--- config.mk ---
export PLATFORM = sky130hd
export DESIGN_NAME = program_loader
export DESIGN_NICKNAME = d
export VERILOG_FILES = /design/src/rtl/loader_pkg.sv /design/src/rtl/program_loader.sv
export SDC_FILE = /design/constraint.sdc
export NUM_CORES = 1
export LEC_CHECK = 0
export BUFFER_PORTS_ARGS = -buffer_cell sky130_fd_sc_hd__buf_2
export CORE_ASPECT_RATIO = 1.2
export CORE_MARGIN = 4
export CORE_UTILIZATION = 40
export CTS_CLUSTER_DIAMETER = 50
export DETAILED_ROUTE_END_ITERATION = 16
export PLACE_DENSITY = 0.62
export SETUP_SLACK_MARGIN = 0.1
export SLEW_MARGIN = 20
export SYNTH_ARGS = -nofsm -noshare
export SYNTH_HDL_FRONTEND = slang
export SYNTH_SLANG_ARGS = --single-unit
--- constraint.sdc ---
create_clock -name clock -period 3.8 [get_ports clock]
set_input_delay 0.57 -clock clock [delete_from_list [all_inputs] [get_ports clock]]
set_output_delay 0.57 -clock clock [all_outputs]
set_load 0.02 [all_outputs]
--- src/rtl/loader_pkg.sv ---
// Shared definitions for the serial program loader: command codes, sizes
// and the loader state encoding.
package loader_pkg;

    localparam int          ADDR_W        = 9;
    localparam int          DEF_MAX_WORDS = 512;
    localparam logic [7:0]  DEF_CMD_IRAM  = 8'hA1;
    localparam logic [7:0]  DEF_CMD_DRAM  = 8'hA2;
    localparam logic [7:0]  DEF_CMD_RUN   = 8'hA5;
    localparam logic [7:0]  DEF_CMD_HALT  = 8'hA0;

    typedef enum logic [3:0] {
        IDLE,
        LEN_HI,
        LEN_LO,
        DATA_HI,
        DATA_LO,
        WR1,
        WR2,
        CHK,
        RUN
    } state_t;

endpackage

--- src/rtl/program_loader.sv ---
// Byte-stream loader: decodes commands, writes checksummed word blocks into
// IRAM or DRAM through a two-cycle external write, and gates processor run.
module program_loader
    import loader_pkg::*;
#(
    parameter int         MAX_WORDS = DEF_MAX_WORDS,
    parameter logic [7:0] CMD_IRAM  = DEF_CMD_IRAM,
    parameter logic [7:0] CMD_DRAM  = DEF_CMD_DRAM,
    parameter logic [7:0] CMD_RUN   = DEF_CMD_RUN,
    parameter logic [7:0] CMD_HALT  = DEF_CMD_HALT
) (
    input  logic              clock,
    input  logic              reset_n,
    input  logic              rx_valid,
    input  logic [7:0]        rx_byte,
    output logic              start,
    output logic              start_2,
    output logic              start_3,
    output logic              iram_write_ext,
    output logic              dram_write_ext,
    output logic [ADDR_W-1:0] addr_ext,
    output logic [15:0]       Data_in_ins,
    output logic [15:0]       Data_in_dram,
    output logic              busy,
    output logic              load_ok,
    output logic              error
);

    localparam logic [15:0] MAX_LEN = 16'(MAX_WORDS);

    state_t     state_reg;
    logic       target_reg;
    logic [7:0] byte_hi_reg;
    logic [9:0] n_reg;
    logic [9:0] idx_reg;
    logic [7:0] csum_reg;
    logic       abort_reg;

    // The high-byte register serves both the length and the data words.
    logic [15:0] word_next;
    logic [9:0]  idx_next;
    assign word_next = {byte_hi_reg, rx_byte};
    assign idx_next  = idx_reg + 10'd1;

    always_ff @(posedge clock) begin
        if (!reset_n) begin
            state_reg      <= IDLE;
            target_reg     <= 1'b0;
            byte_hi_reg    <= 8'h00;
            n_reg          <= 10'd0;
            idx_reg        <= 10'd0;
            csum_reg       <= 8'h00;
            abort_reg      <= 1'b0;
            start          <= 1'b0;
            start_2        <= 1'b0;
            start_3        <= 1'b0;
            iram_write_ext <= 1'b0;
            dram_write_ext <= 1'b0;
            addr_ext       <= '0;
            Data_in_ins    <= 16'h0000;
            Data_in_dram   <= 16'h0000;
            busy           <= 1'b0;
            load_ok        <= 1'b0;
            error          <= 1'b0;
        end else begin
            load_ok <= 1'b0;
            case (state_reg)
                IDLE: begin
                    if (rx_valid) begin
                        if (rx_byte == CMD_IRAM || rx_byte == CMD_DRAM) begin
                            target_reg <= (rx_byte == CMD_DRAM);
                            csum_reg   <= 8'h00;
                            idx_reg    <= 10'd0;
                            error      <= 1'b0;
                            busy       <= 1'b1;
                            state_reg  <= LEN_HI;
                        end else if (rx_byte == CMD_RUN) begin
                            error     <= 1'b0;
                            start     <= 1'b1;
                            state_reg <= RUN;
                        end else if (rx_byte == CMD_HALT) begin
                            error <= 1'b0;
                        end else begin
                            error <= 1'b1;
                        end
                    end
                end
                LEN_HI: begin
                    if (rx_valid) begin
                        byte_hi_reg <= rx_byte;
                        state_reg   <= LEN_LO;
                    end
                end
                LEN_LO: begin
                    if (rx_valid) begin
                        if (word_next == 16'd0 || word_next > MAX_LEN) begin
                            error     <= 1'b1;
                            busy      <= 1'b0;
                            state_reg <= IDLE;
                        end else begin
                            n_reg     <= word_next[9:0];
                            state_reg <= DATA_HI;
                        end
                    end
                end
                DATA_HI: begin
                    if (rx_valid) begin
                        byte_hi_reg <= rx_byte;
                        csum_reg    <= csum_reg ^ rx_byte;
                        state_reg   <= DATA_LO;
                    end
                end
                DATA_LO: begin
                    if (rx_valid) begin
                        csum_reg  <= csum_reg ^ rx_byte;
                        addr_ext  <= idx_reg[ADDR_W-1:0];
                        abort_reg <= 1'b0;
                        if (target_reg) begin
                            start_3        <= 1'b1;
                            dram_write_ext <= 1'b1;
                            Data_in_dram   <= word_next;
                        end else begin
                            start_2        <= 1'b1;
                            iram_write_ext <= 1'b1;
                            Data_in_ins    <= word_next;
                        end
                        state_reg <= WR1;
                    end
                end
                WR1: begin
                    iram_write_ext <= 1'b0;
                    dram_write_ext <= 1'b0;
                    if (rx_valid) begin
                        error     <= 1'b1;
                        abort_reg <= 1'b1;
                    end
                    state_reg <= WR2;
                end
                WR2: begin
                    start_2 <= 1'b0;
                    start_3 <= 1'b0;
                    idx_reg <= idx_next;
                    if (rx_valid) begin
                        error <= 1'b1;
                    end
                    // A byte arriving mid-write is dropped and the load abandoned.
                    if (rx_valid || abort_reg) begin
                        busy      <= 1'b0;
                        state_reg <= IDLE;
                    end else if (idx_next < n_reg) begin
                        state_reg <= DATA_HI;
                    end else begin
                        state_reg <= CHK;
                    end
                end
                CHK: begin
                    if (rx_valid) begin
                        busy      <= 1'b0;
                        state_reg <= IDLE;
                        if (rx_byte == csum_reg) begin
                            load_ok <= 1'b1;
                        end else begin
                            error <= 1'b1;
                        end
                    end
                end
                RUN: begin
                    if (rx_valid) begin
                        if (rx_byte == CMD_HALT) begin
                            start     <= 1'b0;
                            state_reg <= IDLE;
                        end else begin
                            error <= 1'b1;
                        end
                    end
                end
                default: begin
                    start     <= 1'b0;
                    busy      <= 1'b0;
                    state_reg <= IDLE;
                end
            endcase
        end
    end

endmodule

# After elaboration in Yosys (flattened, before gate mapping)
# Cells that the tools add are included.
# W data, S select, Z words.
dict set report word_totals {
  mem_bits_rw 0
  regBits 91
  in_bits 11
  word_cells 149
  rom_bits 0
  latch_bits 0
  n_memories 0
}
dict set report classes {
  shifts 0
  div 0
  n_reduce_logical 33
  mul 0
  bitwise 5
  n_addsub 1
  eq_ne 34
  order_cmp 2
  n_mux 56
}
# op n
set op_table {}
lappend op_table {{$mux W4} 10}
lappend op_table {{$ne A2 B2 Y1 const B} 18}
lappend op_table {{$pmux W4 S9} 1}
lappend op_table {{$reduce_and A3 Y1} 11}
lappend op_table {{$eq A8 B8 Y1 const B} 4}
lappend op_table {{$mux W1} 27}
lappend op_table {{$mux W8} 3}
lappend op_table {{$mux W10} 2}
lappend op_table {{$pmux W10 S2} 1}
lappend op_table {{$reduce_and A9 Y1} 2}
lappend op_table {{$eq A4 B3 Y1 const B} 4}
lappend op_table {{$gt A16 B10 Y1 const B} 1}
lappend op_table {{$logic_not A16 Y1} 1}
lappend op_table {{$pmux W8 S2} 1}
lappend op_table {{$add A10 B1 Y10 const B} 1}
lappend op_table {{$lt A10 B10 Y1} 1}
lappend op_table {{$pmux W1 S2} 5}
lappend op_table {{$pmux W1 S5} 2}
lappend op_table {{$eq A4 B2 Y1 const B} 2}
lappend op_table {{$eq A8 B8 Y1} 1}
lappend op_table {{$reduce_bool A2 Y1} 4}
lappend op_table {{$xor A8 B8 Y8} 1}
lappend op_table {{$reduce_and A7 Y1} 1}
lappend op_table {{$reduce_or A7 Y1} 1}
lappend op_table {{other kinds (16)} 26}

# Depth between registers and ports, before layout
# Gate-level depths: netlist (run 1).
dict set report logic_depth {
  word_depth 6
  depth_mapped 9
}

# Worst setup path after synthesis (run 1)
# No wires, ideal clock.
dict set report synth_timing {
  path_type {input -> register}
  startpoint {in rx_byte[6]}
  endpoint {reg n_reg[0]}
  arrival_ps 2171
  stages 7
  n_path_buf 2
  path_slack_ps 1502
  path_cell_list {clkbuf_1 > or3_1 > buf_6 > nor3_4 > mux2i_1 > nand2_2 > mux2i_1}
}
dict set report synth_via {
  elab_chain_cells 4
}
# element line_no
set synth_lines {}
lappend synth_lines {{start: declaration} program_loader.sv:15} ;# input logic [7:0] rx_byte,
lappend synth_lines {{$gt A16 B10 Y1 / $logic_not A16 Y1 (equally long branches)} program_loader.sv:96} ;# if (word_next == 16'd0 || word_next > MAX_LEN) begin
lappend synth_lines {{$logic_or A1 B1 Y1 *} program_loader.sv:96}
lappend synth_lines {{$not A1 Y1 (no source line) *} --}
lappend synth_lines {{$reduce_and A3 Y1 (no source line) *} --}
lappend synth_lines {{end signal: assignment} program_loader.sv:101} ;# n_reg <= word_next[9:0];
lappend synth_lines {{end: declaration} program_loader.sv:34} ;# logic [9:0] n_reg;
# Mark *: on every way between the ends. The rest lies on a longest branch, timed or not.
# A chain may end at the register's enable or synchronous reset.

# Final worst setup path (run 1)
dict set report layout_timing {
  startpoint {reg state_reg[1]}
  endpoint {reg state_reg[2]}
}
dict set report layout_via {
  elab_chain_cells 3
}
# element line_no
set layout_lines {}
lappend layout_lines {{start: declaration} program_loader.sv:31} ;# state_t state_reg;
lappend layout_lines {{start signal: assignment} program_loader.sv:47} ;# state_reg <= IDLE;
lappend layout_lines {{start signal: assignment} program_loader.sv:76} ;# state_reg <= LEN_HI;
lappend layout_lines {{start signal: assignment} program_loader.sv:80} ;# state_reg <= RUN;
lappend layout_lines {{$eq A4 B1 Y1, or another cell as far along} program_loader.sv:67} ;# case (state_reg)
lappend layout_lines {{$ne A2 B2 Y1 (no source line) / $ne A3 B3 Y1 (equally long branches)} --}
lappend layout_lines {{$reduce_and A9 Y1 (no source line)} --}
# Several ways; a longest one is shown, not always the timed one.

==> results.toml, run 1 <==
[sta]
maxSlewHeadroom_pct = 31.6
post-route-min-period_ns = 2.57
finalCritPeriodShare_pct = 67.5
hold_violations = 0
rsz0062_at_grt = "false"
fin_skew_ns = 0.00665
hold_ws_ns = 0.450
max_freq_mhz = 390
tightest_slew_ns = 1.01
setup_viol = 0
maxSlewViolCount = 0
setup-tns-final_ns = 0

[synthesis]
yosysMostFrequentCell = "dfxtp_1"
synthAdderAreaFrac_pct = 2.88
netlist_area_um2 = 4340
synth_edf_count = 0
synth-simple-area-share_pct = 21.3
synth_seq_area_share_pct = 42.0
synth_cells = 507
yosysTopAreaCell = "dfxtp_1"
yosysWarnings = 0
synth_xor_area_share_pct = 2.83
synthFlopType = "dfxtp_1"
synthesis.nets = 528
synth.area.top_cells = "dfxtp_1, mux2i_1, nor2_1"
ys_ff_latch = 91
avgSynthCellArea_um2 = 8.56
async_flop_share_pct = 0
synth_top_area_share_pct = 42.0
synthMuxAreaShare_pct = 11.5
ys_top_cells_by_count = "dfxtp_1, nor2_1, nand2_1"
synth_top_family_by_area = "simple AND/OR/NAND/NOR gates"
synth-compound-area-share_pct = 14.5
synth.distinct_cells = 60

[worst_setup_path]
worst-path-max-fanout = 18
crit_top_cell = "a221oi_1"
cp-end-kind = "register"
reg2reg_depth = 4
critPathLaunchType = "register"
crit_chain = "nor3b_2 > nor4b_1 > a221oi_1 > a221oi_1"
cp.required_ns = 4.04
cp_slowest_stage_delay_ns = 0.86
critical_path_arrival_ns = 2.81
critPathKind = "reg2reg"
slowest_stage = "nor4b_1"

[die]
die_area_um2 = 12600
core_area_um2 = 10600
start_util_pct = 41.0
dieHeight_um = 122
die_width_um = 103
row_count = 41
pin_count = 60

[grt]
antenna_found_initial = 0
grt_pass1_vias = 3639
track_usage_pct = 18.7
grt_max_degree = 55
overflow = 0
grt_pass1_wl_um = 18300

[drt]
detail_route.vias_per_cell = 5.55
drtIter0Drc = 340
ant_nets = 0
totalWireLength_um = 11400
num_vias = 3789
dr.pass1.iters = 6
drc_errors = 0
avgRoutedWirePerCell_um = 16.6

[clocking]
cts_buffers = 9
path_clk_slew_ns = 0.07
cts_resized = 0
cts_hold_buf = 0
cts.sink_count = 91
cts_buffer_depth = 2
clock_latency_ns = 0.34
cts_tree = "yes"
cts-root-buf = "clkbuf_16"
postCtsSetupRepairBufs = 0
cts.htree.levels = 3

[finish]
fill_cells = 1033
drive_above_1_share_pct = 17.1
top_regs = "Data_in_dram: 16 flops, Data_in_ins: 16 flops"
syn2layout_area_growth_pct = 15.2
fin_cells = 683
antenna_cells = 0
design_area_um2 = 5000
nNetsFinal = 570

[min_path]
hold_path_class = "reg2reg"
min_path_cells = 2

[placed_design]
dp_hpwl_um = 8030
gp_congestion = 0.851
dp.cells = 667
placed_cell_area_um2 = 4690
io_buffers = 59

[power_and_ir_drop]
power_density_nw_per_um2 = 393
leakagePower_nw = 2.20
ir_drop_mv = 0.275
total_power_w = 0.00196

[status]
status = "completed"

[job]
cap_viol_max_count = 0
## layout by cell type (no fill, tap or decap), types with 8 or more instances in the layout
cell / count
buf_2: 59
clkbuf_16: 9
nor2b_1: 8
nor4_1: 8
nor3_1: 11
xnor2_1: 8
o21ai_0: 27
nor2_1: 64
mux2i_1: 44
dfxtp_1: 91
inv_1: 16
ha_1: 10
nand2_1: 56
a21oi_1: 33
nand3_1: 8
## through the flow
| stage | utilization, % | setup slack (ns) |
|---|---|---|
| 2_1_floorplan | - | 1.50 |
| 3_3_place_gp | 44.4 | 1.18 |
| 3_5_place_dp | 44.4 | 1.09 |
| 4_1_cts | 47.3 | 1.32 |
| 5_1_grt | 47.3 | 1.08 |
| 6_report | 47.3 | 1.23 |
## worst max-delay path: cells and delay by family, from the launching register on
family	cells	cell delay (ns)
DFF	1	0.68
and+or+nand+nor	2	1.24
AOI/OAI and AO/OA	2	0.54
## metal layers
| layer | up-vias | track usage [%] | share of wire, % |
|---|---|---|---|
| li1 | 1860 | - | - |
| met1 | 1780 | 23.6 | 43 |
| met2 | 129 | 31.7 | 50 |
| met3 | 20 | 2.98 | 4.9 |
| met4 | 0 | 6.80 | 1.9 |
| met5 | - | 0 | 0 |
## area by class of cell
cell class	count	area, um^2	area share (%)
sequential	91	1820	36.5
multi-input combinational	364	2300	46.0
inverter	18	67.6	1.35
clock inverter	6	68.8	1.38
timing repair buffer	65	340	6.81
tap	129	161	3.23
clock buffer	10	239	4.78
## power breakdown
part	total, W	internal, W	leakage, nW	switching [W]
Clock	0.000918	0.000534	0.150	0.000384
Sequential	0.000959	0.000956	0.733	0.00000273
Combinational	0.0000866	0.0000252	1.31	0.0000614
Total	0.00196	0.00151	2.20	0.000448
## path summary, 6_finish.rpt
check	startpoint	to	slack (ns)
worst max-delay path	state_reg[1]	state_reg[2]	1.23
worst min-delay path	dram_write_ext	dram_write_ext	0.45
worst max register to register	state_reg[1]	state_reg[2]	1.23
worst min register to register	dram_write_ext	dram_write_ext	0.45
## kinds of logic (layout without fill, tap and decap cells)
family	Yosys count	after routing
flip-flops	91	91
adder cells (fa/ha/maj)	10	10
AO/OA/AOI/OAI	101	101
buffers and inverters	52	99
AND/OR/NAND/NOR	190	190
multiplexers	49	49
XOR/XNOR	14	14
Power figures use the tool's default switching activity.
==> run 2: changes to the inputs <==
--- a/config.mk
+++ b/config.mk
@@ -11,7 +11,7 @@
 export CORE_UTILIZATION = 40
 export CTS_CLUSTER_DIAMETER = 50
 export DETAILED_ROUTE_END_ITERATION = 16
-export PLACE_DENSITY = 0.62
+export PLACE_DENSITY = 0.64
 export SETUP_SLACK_MARGIN = 0.1
 export SLEW_MARGIN = 20
 export SYNTH_ARGS = -nofsm -noshare
==> constraint.sdc (replaced) <==
create_clock -name clock -period 2.2 [get_ports clock]
set_input_delay 0.33 -clock clock [delete_from_list [all_inputs] [get_ports clock]]
set_output_delay 0.33 -clock clock [all_outputs]
set_load 0.02 [all_outputs]
==> run 2 against run 1 <==
  * Sequential share of layout area fell by 2.0 points
  * Wire length down 0.18%
  * Combinational power up 100%
  * Core utilization rose by 2.8 points
  * Worst setup slack lost 1.1 ns
  * Cell count up 5.9%
  * Via count is 2.9% higher
  * Critical path depth grew 5
  * Clock power increased by 61%
  * Largest cell class unchanged
==> results.toml, run 2 (synthesis gave the netlist of run 1 again) <==
[status]
status = "completed"

[finish]
syn2layout_area_growth_pct = 22.0
fin_cells = 723
final_cell_mix = "dfxtp_1, nor2_1, buf_2"
antenna_cells = 0
layout_commonest_cell = "dfxtp_1"
drive_above_1_share_pct = 23.7
nNetsFinal = 610
top_regs = "Data_in_dram: 16 flops, Data_in_ins: 16 flops"
fin_util_pct = 50.1

[worst_setup_path]
crit_top_cell = "a221oi_1"
worst-path-max-fanout = 5
reg2reg_depth = 9
cp_slowest_stage_delay_ns = 0.36
r2r_slack_ns = 0.17
critical_path_arrival_ns = 2.24
r2r_start = "idx_reg[1]"
cp-startpoint = "idx_reg[1]"
critPathLaunchType = "register"
slowest_stage = "dfxtp_2"
worst_r2r_endpoint = "state_reg[2]"
cp.required_ns = 2.40
cp-end-kind = "register"
cp-endpoint = "state_reg[2]"
crit_chain = "ha_2 > nand4_1 > nor2_1 > xnor2_1 > ha_1 > nand2_1 > o21ai_1 > a221oi_1 > a221oi_1"
critPathKind = "reg2reg"

[sta]
max_freq_mhz = 492
setup_viol = 0
maxSlewHeadroom_pct = 63.5
finalCritPeriodShare_pct = 92.5
rsz0062_at_grt = "true"
post-route-min-period_ns = 2.03
fin_skew_ns = 0.00924
hold_violations = 0
setup_slack_ns = 0.166
maxSlewViolCount = 0
tightest_slew_ns = 0.545

[power_and_ir_drop]
p_clk_share_pct = 44.7
power_frac_comb_pct = 5.3
leakagePower_nw = 2.38
power_density_nw_per_um2 = 625
total_power_w = 0.00331
power_switching_share_pct = 23.9
p_int_w = 0.00252
ir_drop_mv = 0.386
p_sw_w = 0.000789
seqPwrFrac_pct = 50.0

[placed_design]
dp_hpwl_um = 8330
gp_congestion = 0.846
io_buffers = 59
dpl_worst_slack_ns = 0.0252
dp.cells = 705

[clocking]
cts_tree = "yes"
cts_buffer_depth = 2
cts-root-buf = "clkbuf_16"
clock_latency_ns = 0.34
cts_buffers = 9
cts.htree.levels = 3
path_clk_slew_ns = 0.07
cts.sink_count = 91

[grt]
grt_pass1_vias = 3705
antenna_found_initial = 0
overflow = 0
track_usage_pct = 18.4
grt_pass1_wl_um = 18200
grt_max_degree = 37

[drt]
dr.pass1.iters = 5
drtIter0Drc = 229
totalWireLength_um = 11300
detail_route.vias_per_cell = 5.39
ant_nets = 0
drc_errors = 0
avgRoutedWirePerCell_um = 15.7
num_vias = 3899

[die]
core_area_um2 = 10600
die_area_um2 = 12600
die_width_um = 103
pin_count = 60
row_count = 41
dieHeight_um = 122
start_util_pct = 41.0

[job]
cap_viol_max_count = 0

[min_path]
hold_path_class = "in2reg"
==> run 2: power by group through the flow <==
stage	combinational, W	sequential (W)	clock, W
after floorplan	0.000106	0.00169	0
after CTS	0.000173	0.00165	0.00151
after detailed placement	0.000172	0.00169	0
final	0.000174	0.00165	0.00148
after global routing	0.000189	0.00165	0.00158
after global placement	0.000171	0.00169	0
==> run 2: routing by layer <==
layer / part of all wire (%) / vias up / track usage [%]
met5: 0 / - / 0
met2: 49 / 106 / 30.9
met1: 44 / 1839 / 23.5
li1: - / 1940 / -
met3: 4.8 / 14 / 3.61
met4: 1.8 / 0 / 6.23
==> run 2: cell type report <==
| type | count | area (um^2) |
|---|---|---|
| clock buffers | 10 | 239 |
| well taps | 129 | 161 |
| flip-flops and latches | 91 | 1820 |
| clock inverters | 6 | 46.3 |
| fillers | 1026 | 5280 |
| repair buffers | 105 | 641 |
| multi-input cells | 364 | 2310 |
| inverters | 18 | 67.6 |
==> run 2: critical path, delay by kind of cell (launching register included) <==
kind,cells,cell delay (ns)
AO/OA/AOI/OAI,3,0.45
XOR/XNOR,1,0.18
adder cells (fa/ha/maj),2,0.51
flip-flops,1,0.36
AND/OR/NAND/NOR,3,0.39
==> run 2: repair_timing <==
item | CTS | global route
setup endpoints to repair | 1 | 12
resized for setup | 4 | 5
buffers inserted | 1 | 1
hold buffers | 0 | 0
pin swaps | 1 | 4
==> run 2: worst min path at each step <==
stage	startpoint	endpoint	cells after the start
final	rx_byte[2]	n_reg[2]	3
after CTS	rx_byte[2]	n_reg[2]	3
after global placement	dram_write_ext	dram_write_ext	2
after detailed placement	dram_write_ext	dram_write_ext	2
after global routing	rx_byte[2]	n_reg[2]	3
after floorplan	n_reg[3]	n_reg[3]	2
==> run 2: stage by stage <==
| stage | TNS, ns | hold WS, ns | cell area (um^2) |
|---|---|---|---|
| 2_1_floorplan | 0 | 0.438 | 4340 |
| 3_3_place_gp | 0 | 0.435 | 4970 |
| 3_5_place_dp | 0 | 0.444 | 4970 |
| 4_1_cts | 0 | 0.284 | 5270 |
| 5_1_grt | -0.0210 | 0.315 | 5290 |
| 6_report | 0 | 0.298 | 5290 |
